## src/rtl/noc_router_buffered_pkg.sv

```systemverilog
// Shared NoC definitions: port indices, packet width and coordinate field positions.
package pa_noc;

   localparam int APB_PACKET_WIDTH = 32;
   localparam int N_PORTS          = 5;

   typedef enum logic [2:0] {
      LOCAL = 3'd0,
      NORTH = 3'd1,
      SOUTH = 3'd2,
      EAST  = 3'd3,
      WEST  = 3'd4
   } port_t;

   typedef enum logic {
      FIELD_COL = 1'b0,
      FIELD_ROW = 1'b1
   } coord_field_t;

   // Column sits in the lowest bits of the packet, row directly above it.
   function automatic int coord_lsb(coord_field_t field, int coord_width);
      return (field == FIELD_ROW) ? coord_width : 0;
   endfunction

endpackage

```

## src/rtl/noc_router_buffered_fifo.sv

```systemverilog
// Input FIFO with a registered head, one extra pointer bit distinguishes full from empty.
module noc_fifo #(
   parameter int DEPTH = 4,
   parameter int WIDTH = 32
) (
   input  logic             clk,
   input  logic             rst,
   input  logic             push,
   input  logic             pop,
   input  logic [WIDTH-1:0] wr_data,
   output logic             full,
   output logic             empty,
   output logic [WIDTH-1:0] rd_data
);

   localparam int AW = $clog2(DEPTH);

   logic [AW:0]      wr_ptr;
   logic [AW:0]      rd_ptr;
   logic [WIDTH-1:0] mem [DEPTH];
   logic             do_push;
   logic             do_pop;

   assign empty   = (wr_ptr == rd_ptr);
   assign full    = (wr_ptr[AW] != rd_ptr[AW]) && (wr_ptr[AW-1:0] == rd_ptr[AW-1:0]);
   assign rd_data = mem[rd_ptr[AW-1:0]];
   assign do_push = push && !full;
   assign do_pop  = pop && !empty;

   always_ff @(posedge clk) begin
      if (rst) begin
         wr_ptr <= '0;
         rd_ptr <= '0;
      end else begin
         if (do_push) wr_ptr <= wr_ptr + 1'b1;
         if (do_pop)  rd_ptr <= rd_ptr + 1'b1;
      end
   end

   // Storage carries no reset; validity is tracked by the pointers alone.
   always_ff @(posedge clk) begin
      if (do_push) mem[wr_ptr[AW-1:0]] <= wr_data;
   end

endmodule

```

## src/rtl/noc_router_buffered.sv

```systemverilog
// Five-port XY mesh router with per-input FIFOs and per-output round-robin arbitration.
module noc_router_buffered
   import pa_noc::*;
#(
   parameter  int GRID_WIDTH   = 4,
   parameter  int ROUTER_ROW   = 0,
   parameter  int ROUTER_COL   = 0,
   parameter  int FIFO_DEPTH   = 4,
   localparam int PACKET_WIDTH = APB_PACKET_WIDTH
) (
   input  logic                                  i_clk,
   input  logic                                  i_srst,
   input  logic [N_PORTS-1:0][PACKET_WIDTH-1:0]  i_inPacket,
   input  logic [N_PORTS-1:0]                    i_inValid,
   output logic [N_PORTS-1:0]                    o_inReady,
   output logic [N_PORTS-1:0][PACKET_WIDTH-1:0]  o_outPacket,
   output logic [N_PORTS-1:0]                    o_outValid,
   input  logic [N_PORTS-1:0]                    i_outReady,
   output logic                                  o_drop
);

   localparam int COORD_WIDTH = $clog2(GRID_WIDTH);
   localparam int COL_LSB     = coord_lsb(FIELD_COL, COORD_WIDTH);
   localparam int ROW_LSB     = coord_lsb(FIELD_ROW, COORD_WIDTH);

   logic [N_PORTS-1:0]      full;
   logic [N_PORTS-1:0]      empty;
   logic [N_PORTS-1:0]      push;
   logic [N_PORTS-1:0]      pop;
   logic [N_PORTS-1:0]      oom;
   logic [PACKET_WIDTH-1:0] head  [N_PORTS];
   port_t                   route [N_PORTS];
   logic [N_PORTS-1:0]      gnt   [N_PORTS];

   assign o_inReady = ~full & {N_PORTS{~i_srst}};
   assign push      = i_inValid & o_inReady;

   for (genvar i = 0; i < N_PORTS; i++) begin : g_in
      logic [COORD_WIDTH-1:0] dcol;
      logic [COORD_WIDTH-1:0] drow;
      port_t                  dir;

      noc_fifo #(.DEPTH(FIFO_DEPTH), .WIDTH(PACKET_WIDTH)) u_fifo (
         .clk     (i_clk),
         .rst     (i_srst),
         .push    (push[i]),
         .pop     (pop[i]),
         .wr_data (i_inPacket[i]),
         .full    (full[i]),
         .empty   (empty[i]),
         .rd_data (head[i])
      );

      assign dcol = head[i][COL_LSB +: COORD_WIDTH];
      assign drow = head[i][ROW_LSB +: COORD_WIDTH];

      // Leaving through the east or south edge implies a destination beyond the grid,
      // so the coordinate bound alone covers every out-of-mesh case.
      assign oom[i] = !empty[i] && ((int'(dcol) >= GRID_WIDTH) || (int'(drow) >= GRID_WIDTH));

      always_comb begin
         dir = LOCAL;
         if (int'(dcol) > ROUTER_COL)      dir = EAST;
         else if (int'(dcol) < ROUTER_COL) dir = WEST;
         else if (int'(drow) > ROUTER_ROW) dir = SOUTH;
         else if (int'(drow) < ROUTER_ROW) dir = NORTH;
      end

      assign route[i] = dir;
   end

   always_comb begin
      pop = oom;
      for (int o = 0; o < N_PORTS; o++) pop = pop | gnt[o];
   end

   for (genvar o = 0; o < N_PORTS; o++) begin : g_out
      logic [N_PORTS-1:0]      req;
      logic [2:0]              ptr;
      logic [2:0]              sel_idx;
      logic                    found;
      logic                    load;
      logic                    vld_q;
      logic [PACKET_WIDTH-1:0] pkt_q;

      always_comb begin
         req = '0;
         for (int i = 0; i < N_PORTS; i++)
            req[i] = !empty[i] && !oom[i] && (route[i] == port_t'(o));
         found   = 1'b0;
         sel_idx = ptr;
         for (int k = 0; k < N_PORTS; k++) begin
            if (!found && req[(int'(ptr) + k) % N_PORTS]) begin
               found   = 1'b1;
               sel_idx = 3'((int'(ptr) + k) % N_PORTS);
            end
         end
         load = !vld_q || i_outReady[o];
      end

      assign gnt[o] = (found && load) ? (N_PORTS'(1) << sel_idx) : '0;

      always_ff @(posedge i_clk) begin
         if (i_srst) begin
            vld_q <= 1'b0;
            pkt_q <= '0;
            ptr   <= '0;
         end else if (load) begin
            vld_q <= found;
            if (found) begin
               pkt_q <= head[sel_idx];
               ptr   <= (sel_idx == 3'(N_PORTS - 1)) ? 3'd0 : sel_idx + 3'd1;
            end
         end
      end

      assign o_outValid[o]  = vld_q;
      assign o_outPacket[o] = pkt_q;
   end

   always_ff @(posedge i_clk) begin
      if (i_srst) o_drop <= 1'b0;
      else        o_drop <= |oom;
   end

endmodule

```

## config.mk

```make
export PLATFORM = sky130hd
export DESIGN_NAME = noc_router_buffered
export DESIGN_NICKNAME = d
export VERILOG_FILES = /design/src/rtl/noc_router_buffered_pkg.sv /design/src/rtl/noc_router_buffered_fifo.sv /design/src/rtl/noc_router_buffered.sv
export SDC_FILE = /design/constraint.sdc
export NUM_CORES = 1
export LEC_CHECK = 0
export ABC_CLOCK_PERIOD_IN_PS = 7600
export CORE_MARGIN = 4
export CORE_UTILIZATION = 58
export DETAILED_ROUTE_END_ITERATION = 8
export PLACE_DENSITY = 0.79
export SYNTH_ARGS = -nofsm -noshare
export SYNTH_HDL_FRONTEND = slang
export SYNTH_SLANG_ARGS = --single-unit
```

## constraint.sdc

```tcl
create_clock -name i_clk -period 7.6 [get_ports i_clk]
set_input_delay 2.28 -clock i_clk [delete_from_list [all_inputs] [get_ports i_clk]]
set_output_delay 2.28 -clock i_clk [all_outputs]
set_load 0.005 [all_outputs]
```

==> reports/qor.txt, run 1 <==
Post-Synthesis Cells = 2683
port bufs = 307
Syn. warnings = 0
final hold vios = 0
CTS Buffer Depth = 3
final instance area = 45400 um2
Sequential Power Share = 27.6%
sum of negative setup slack = 0 ns
footprint of the multi-input gates = 14800 um2
Synth Flop Type = edfxtp_1
RSZ-0062 raised after global routing = no
initial core utilization = 58.7%
Req. time, crit path = 8.13 ns
final WL = 111 mm
startpoint type of the worst setup path = flip-flop
total track usage = 31.0%
Cell Rows = 94
number of global-route vias before repair = 26100
Crit Path Category = reg2reg
GPL Wtd Cong = 0.911
Tmin final = 6.70 ns
Post-CTS Setup Inserts = 0
Slew headroom = 12.7%
most frequent cells in the layout = edfxtp_1, clkdlybuf4s50_1, mux2i_1
Power Internal = 11.8 mW
fmax = 149 MHz
Setup crit end kind = flip-flop
Max Fanout on Critical Path = 56
fin util = 68.8%
global-route wire length before repair = 165 mm
mapped cell area = 38700 um2
leakage dissipation = 15.6 nW
WP data arrival = 7.24 ns
Avg Cell Area, Syn = 14.4 um2
maximum VDD drop = 0.706 mV
GRT overflow = 0
register area = 22800 um2
net switching power of the design = 8.25 mW
Pwr per Cell Area = 442 nW/um2
root buffer cell = clkbuf_16
Clock Power Share = 20.8%
clk slew on worst S/H paths = 0.06 ns
Core Region = 66000 um2
final setup fails = 0
cts hold-fix bufs = 0
CTS tree = done
Cell variety after synth = 112
P&R area growth vs syn = 17.3%
Final nets = 3259
actual slew at the worst max-slew pin = 1.31 ns
Post-DP HPWL = 76.0 mm
largest net degree at the start of global routing = 85
Die Wd = 266 um
DRT iter0 DRCs = 2845
Final ANT Viol Nets = 0
post-DR vias/cell = 6.51
Synth area leaders = edfxtp_1, mux4_2, dfxtp_1
fin crit share = 88.2%
post-synth top area cell = edfxtp_1
DRC viols = 0
layout cells sized above 1 = 15.3%
Wirelength per Cell = 28.2 um
DR pass1 iterations = 6
Max Cap Viol = 0
via count = 25600
Yosys top cell area share = 49.6%
Num CTS Buffers = 84
die area = 71000 um2
clock latency on the worst-skew pair = 0.66 ns
Placed Area = 42600 um2
Clock Skews = 0.0521 ns
CTS resizes = 0
asr flop ratio synth = 0%
Die Y-Extent = 266 um
initial antenna violation count = 10
# IOs = 343
H-tree Lvls = 3
FF+latch count, synth = 821
Post-synth EDFFs = 640
clk sinks = 821
outcome = finished clean
Fill cells = 4297
hold crit path type = reg2reg
sequential area share after synthesis = 59.0%
max-slew violation count = 0
commonest non-fill, non-tap cell in the layout = edfxtp_1
Gate power share = 51.6%
Sw Share = 41.1%
==> worst max-delay path, cell delays in order, from the launching register on <==
cell and delay (ns):
dfxtp_1 0.71, inv_2 0.27, ha_1 0.34, inv_1 0.13, ha_1 0.29, inv_1 0.12
ha_1 0.21, nor3_1 0.07, o21ai_0 0.22, nand2_1 0.20, ha_1 0.28, nor2b_1 0.14
o22ai_1 0.39, mux2i_1 0.22, and3b_1 0.24, a2111oi_2 0.46, nand3_1 0.23, nor2_1 0.23
o31a_2 0.24, buf_4 0.79, mux2i_1 0.18, a22o_1 0.28, nor4_1 0.27
==> cell type report <==
class	instances	share of cell area, %
clock buffer	105	4.96
tap	864	2.38
multi-input combinational	1639	32.6
sequential	821	50.3
clock inverter	51	1.28
antenna	9	0.0496
inverter	73	0.603
timing repair buffer	367	7.84
==> cell families (layout without fill, tap and decap cells) <==
kind of cell             after synthesis  in the layout  share of synthesized area, %
other                                  1             43                       0.00968
flip-flops                           821            821                          59.0
adder cells (fa/ha/maj)              101            101                          3.28
XOR/XNOR                              67             67                          1.53
AND/OR/NAND/NOR                      566            566                          7.58
buffers and inverters                256            596                          3.26
multiplexers                         394            394                          15.6
AO/OA/AOI/OAI                        477            477                          9.79
==> metrics by stage <==
stage / hold WS, ns / setup WS [ns] / power, mW / std cells
2_1_floorplan: 0.455 / 1.67 / 12.8 / 2716
3_3_place_gp: 0.442 / 1.24 / 15.4 / 3764
3_5_place_dp: 0.451 / 1.07 / 15.6 / 3764
4_1_cts: 0.464 / 1.02 / 19.9 / 3920
5_1_grt: 0.474 / 0.423 / 20.9 / 3926
6_report: 0.462 / 0.895 / 20.1 / 3929
==> flip-flops by register name, summed over array words and instances, names as in the netlist, named ones only <==
signal and flops:
g_out.vld_q 4, g_in.u_fifo.mem 640, g_out.pkt_q 128, g_in.u_fifo.wr_ptr 15, g_in.u_fifo.rd_ptr 15, g_out.ptr 9
==> layer usage <==
| layer | global-route usage [%] | part of all wire [%] | up-vias | routed length (um) |
|---|---|---|---|---|
| met3 | 6.30 | 8.4 | 290 | 9360 |
| met2 | 52.0 | 50 | 1377 | 55400 |
| met1 | 38.2 | 35 | 12800 | 39200 |
| li1 | - | - | 11100 | - |
| met4 | 16.9 | 6.1 | 8 | 6800 |
| met5 | 0 | 0.045 | - | 50 |
==> synthesized netlist by cell type, types with 25 or more instances <==
cell	instances
o21ai_0	36
nand3_1	34
mux2i_1	211
buf_4	52
ha_1	100
nand2_1	69
buf_2	41
nand2b_1	33
nor2b_1	42
a211oi_2	31
clkbuf_1	74
and3_1	25
a21oi_1	81
mux4_2	164
edfxtp_1	640
o22a_1	35
nor2_1	169
xnor2_1	50
dfxtp_1	181
inv_1	66
and2_1	30
o22ai_1	38
a22o_1	59
nor3_1	58
nor4_1	33
==> power groups by stage <==
| stage | combinational (mW) | clock [mW] | sequential, mW |
|---|---|---|---|
| finish | 10.4 | 4.18 | 5.55 |
| global route | 10.9 | 4.43 | 5.56 |
| CTS | 10.1 | 4.22 | 5.53 |
| detailed placement | 10.0 | 0 | 5.61 |
| global placement | 9.76 | 0 | 5.60 |
| floorplan | 7.34 | 0 | 5.46 |
==> final timing paths <==
path,slack (ns),cells past startpoint,start,end
worst max-delay path,0.90,22,g_out[0].ptr[1]$_SDFFE_PP0N_,g_out[0].pkt_q[29]$_SDFFE_PP0N_
worst min-delay path,0.46,1,g_out[0].pkt_q[0]$_SDFFE_PP0N_,g_out[0].pkt_q[0]$_SDFFE_PP0N_
worst max register to register,0.90,22,g_out[0].ptr[1]$_SDFFE_PP0N_,g_out[0].pkt_q[29]$_SDFFE_PP0N_
worst min register to register,0.46,1,g_out[0].pkt_q[0]$_SDFFE_PP0N_,g_out[0].pkt_q[0]$_SDFFE_PP0N_
No activity file was read; power rests on OpenSTA's default activity.
==> run 2, diff against run 1 <==
--- a/config.mk
+++ b/config.mk
@@ -5,11 +5,10 @@
 export SDC_FILE = /design/constraint.sdc
 export NUM_CORES = 1
 export LEC_CHECK = 0
-export ABC_CLOCK_PERIOD_IN_PS = 7600
 export CORE_MARGIN = 4
 export CORE_UTILIZATION = 58
 export DETAILED_ROUTE_END_ITERATION = 8
-export PLACE_DENSITY = 0.79
+export PLACE_DENSITY_LB_ADDON = 0.08
 export SYNTH_ARGS = -nofsm -noshare
 export SYNTH_HDL_FRONTEND = slang
 export SYNTH_SLANG_ARGS = --single-unit
==> reports/qor.txt, run 2 (synthesis gave the netlist of run 1 again) <==
Hold Crit Depth = 1
port bufs = 307
commonest non-fill, non-tap cell in the layout = edfxtp_1
Sequential Power Share = 27.5%
# IOs = 343
leakage dissipation = 15.6 nW
Max Cap Viol = 0
final hold vios = 0
slowest CP cell = buf_4
Req. time, crit path = 8.11 ns
DRC viols = 0
Crit Reg-Reg Endpoint = g_out[0].pkt_q[24]$_SDFFE_PP0N_
final instance area = 45500 um2
clk slew on worst S/H paths = 0.07 ns
Post-DP HPWL = 74.5 mm
cell mode on critical path = ha_1
pre-CTS WS = 1.02 ns
Final ANT Viol Nets = 0
cts hold-fix bufs = 0
flop-to-flop setup slack = 0.86 ns
total track usage = 30.2%
Pwr per Cell Area = 441 nW/um2
root buffer cell = clkbuf_16
outcome = finished clean
total chip power = 20.0 mW
H-tree Lvls = 3
Clock Power Share = 21.3%
hold crit path type = reg2reg
Post-CTS Setup Inserts = 0
actual slew at the worst max-slew pin = 1.10 ns
largest net degree at the start of global routing = 90
max-slew violation count = 0
initial core utilization = 58.7%
Hold Crit Endpoint = g_out[0].pkt_q[1]$_SDFFE_PP0N_
R2R depth = 22
Clock Skews = 0.0459 ns
number of global-route vias before repair = 25300
GRT overflow = 0
register area = 22800 um2
Placed Area = 42500 um2
maximum VDD drop = 0.830 mV
layout cells sized above 1 = 15.2%
global-route wire length before repair = 160 mm
hold path startpoint = g_out[0].pkt_q[1]$_SDFFE_PP0N_
DRT iter0 DRCs = 2270
worst setup margin = 0.858 ns
final cell count without fillers = 3925
Max Fanout on Critical Path = 56
net switching power of the design = 8.13 mW
Wirelength per Cell = 27.6 um
Slew headroom = 26.8%
sum of negative setup slack = 0 ns
post-DR vias/cell = 6.39
die area = 71000 um2
Cell Count Post-Placement = 3761
via count = 25100
CTS tree = done
critical path's largest stage delay = 0.84 ns
Core Region = 66000 um2
most frequent cells in the layout = edfxtp_1, clkdlybuf4s50_1, mux2i_1
Cell Rows = 94
CTS Buffer Depth = 3
initial antenna violation count = 11
footprint of the multi-input gates = 14800 um2
fin crit share = 88.7%
Setup crit end kind = flip-flop
WP data arrival = 7.25 ns
CTS resizes = 0
P&R area growth vs syn = 17.4%
final WL = 109 mm
Gate power share = 51.2%
Fill cells = 4414
clock latency on the worst-skew pair = 0.65 ns
fmax = 148 MHz
Final nets = 3256
crit-path cells = inv_2 > ha_1 > inv_1 > ha_1 > inv_1 > ha_1 > nor3_1 > o21ai_0 > nand2_1 > ha_1 > nor2b_1 > o22ai_1 > mux2i_1 > and3b_1 > a2111oi_2 > nand3_1 > nor2_1 > o31a_2 > buf_4 > mux2i_1 > a22o_1 > nor4_1
reg2reg start = g_out[0].ptr[1]$_SDFFE_PP0N_
DR pass1 iterations = 5
startpoint type of the worst setup path = flip-flop
GPL Wtd Cong = 0.927
Sw Share = 40.6%
Power Internal = 11.9 mW
max FFs per register = 640
Num CTS Buffers = 84
RSZ-0062 raised after global routing = no
Die Wd = 266 um
Crit Path Category = reg2reg
Die Y-Extent = 266 um
final setup fails = 0
clk sinks = 821
Tmin final = 6.74 ns
## run 2: cell types whose count changed in the layout (fill, tap and decap cells not counted), sizes merged
| cell | before | now |
|---|---|---|
| clkbuf | 105 | 115 |
| inv | 81 | 73 |
| buf | 61 | 58 |
| clkinv | 31 | 28 |
| bufinv | 8 | 9 |
| clkinvlp | 4 | 3 |
## run 2: final cells by class
class	instances	share of cell area (%)
timing repair buffer	364	7.78
multi-input combinational	1639	32.6
sequential	821	50.2
clock buffer	115	5.19
clock inverter	40	1.20
tap	864	2.38
inverter	73	0.603
antenna	9	0.0495
## run 2: layer usage
metal,track usage [%],up-vias,part of all wire (%)
li1,-,11100,-
met1,36.9,12700,37
met2,52.8,1011,52
met3,5.26,236,6.3
met4,14.0,8,5.0
met5,0,-,0.050
## run 2: power by group through the flow
stage,registers [mW],logic (mW),clock network [mW]
after floorplan,5.46,7.34,0
final,5.51,10.3,4.27
after detailed placement,5.59,10.1,0
after global placement,5.58,9.83,0
after CTS,5.50,10.1,4.32
after global routing,5.52,10.9,4.52
## run 2: worst max-delay path by stage
| stage | start | end | slack, ns | depth (start not counted) |
|---|---|---|---|---|
| 2_1_floorplan | g_out[0].ptr[0]$_SDFFE_PP0N_ | g_in[0].u_fifo.rd_ptr[2]$_SDFFE_PP0P_ | 1.67 | 30 |
| 3_3_place_gp | g_out[0].ptr[1]$_SDFFE_PP0N_ | g_out[0].pkt_q[18]$_SDFFE_PP0N_ | 1.28 | 22 |
| 3_5_place_dp | g_out[0].ptr[1]$_SDFFE_PP0N_ | g_out[0].pkt_q[31]$_SDFFE_PP0N_ | 1.02 | 22 |
| 4_1_cts | g_out[0].ptr[1]$_SDFFE_PP0N_ | g_out[0].pkt_q[31]$_SDFFE_PP0N_ | 1.03 | 22 |
| 5_1_grt | g_out[0].ptr[1]$_SDFFE_PP0N_ | g_out[0].pkt_q[31]$_SDFFE_PP0N_ | 0.49 | 22 |
| 6_report | g_out[0].ptr[1]$_SDFFE_PP0N_ | g_out[0].pkt_q[24]$_SDFFE_PP0N_ | 0.86 | 22 |
## run 2: worst max-delay path, delay by kind of cell, from the launching register on
kind	cells	cell delay, ns
multiplexers	2	0.43
buffers and inverters	4	1.37
AND/OR/NAND/NOR	7	1.37
flip-flops	1	0.69
adder cells (fa/ha/maj)	4	1.11
AO/OA/AOI/OAI	5	1.59
## run 2: per-stage QoR
step                      utilization (%)  hold slack (ns)
after CTS                            68.9            0.464
after global placement               64.5            0.444
after floorplan                         -            0.455
after detailed placement             64.5            0.452
after global routing                 68.9            0.475
final                                68.9            0.463
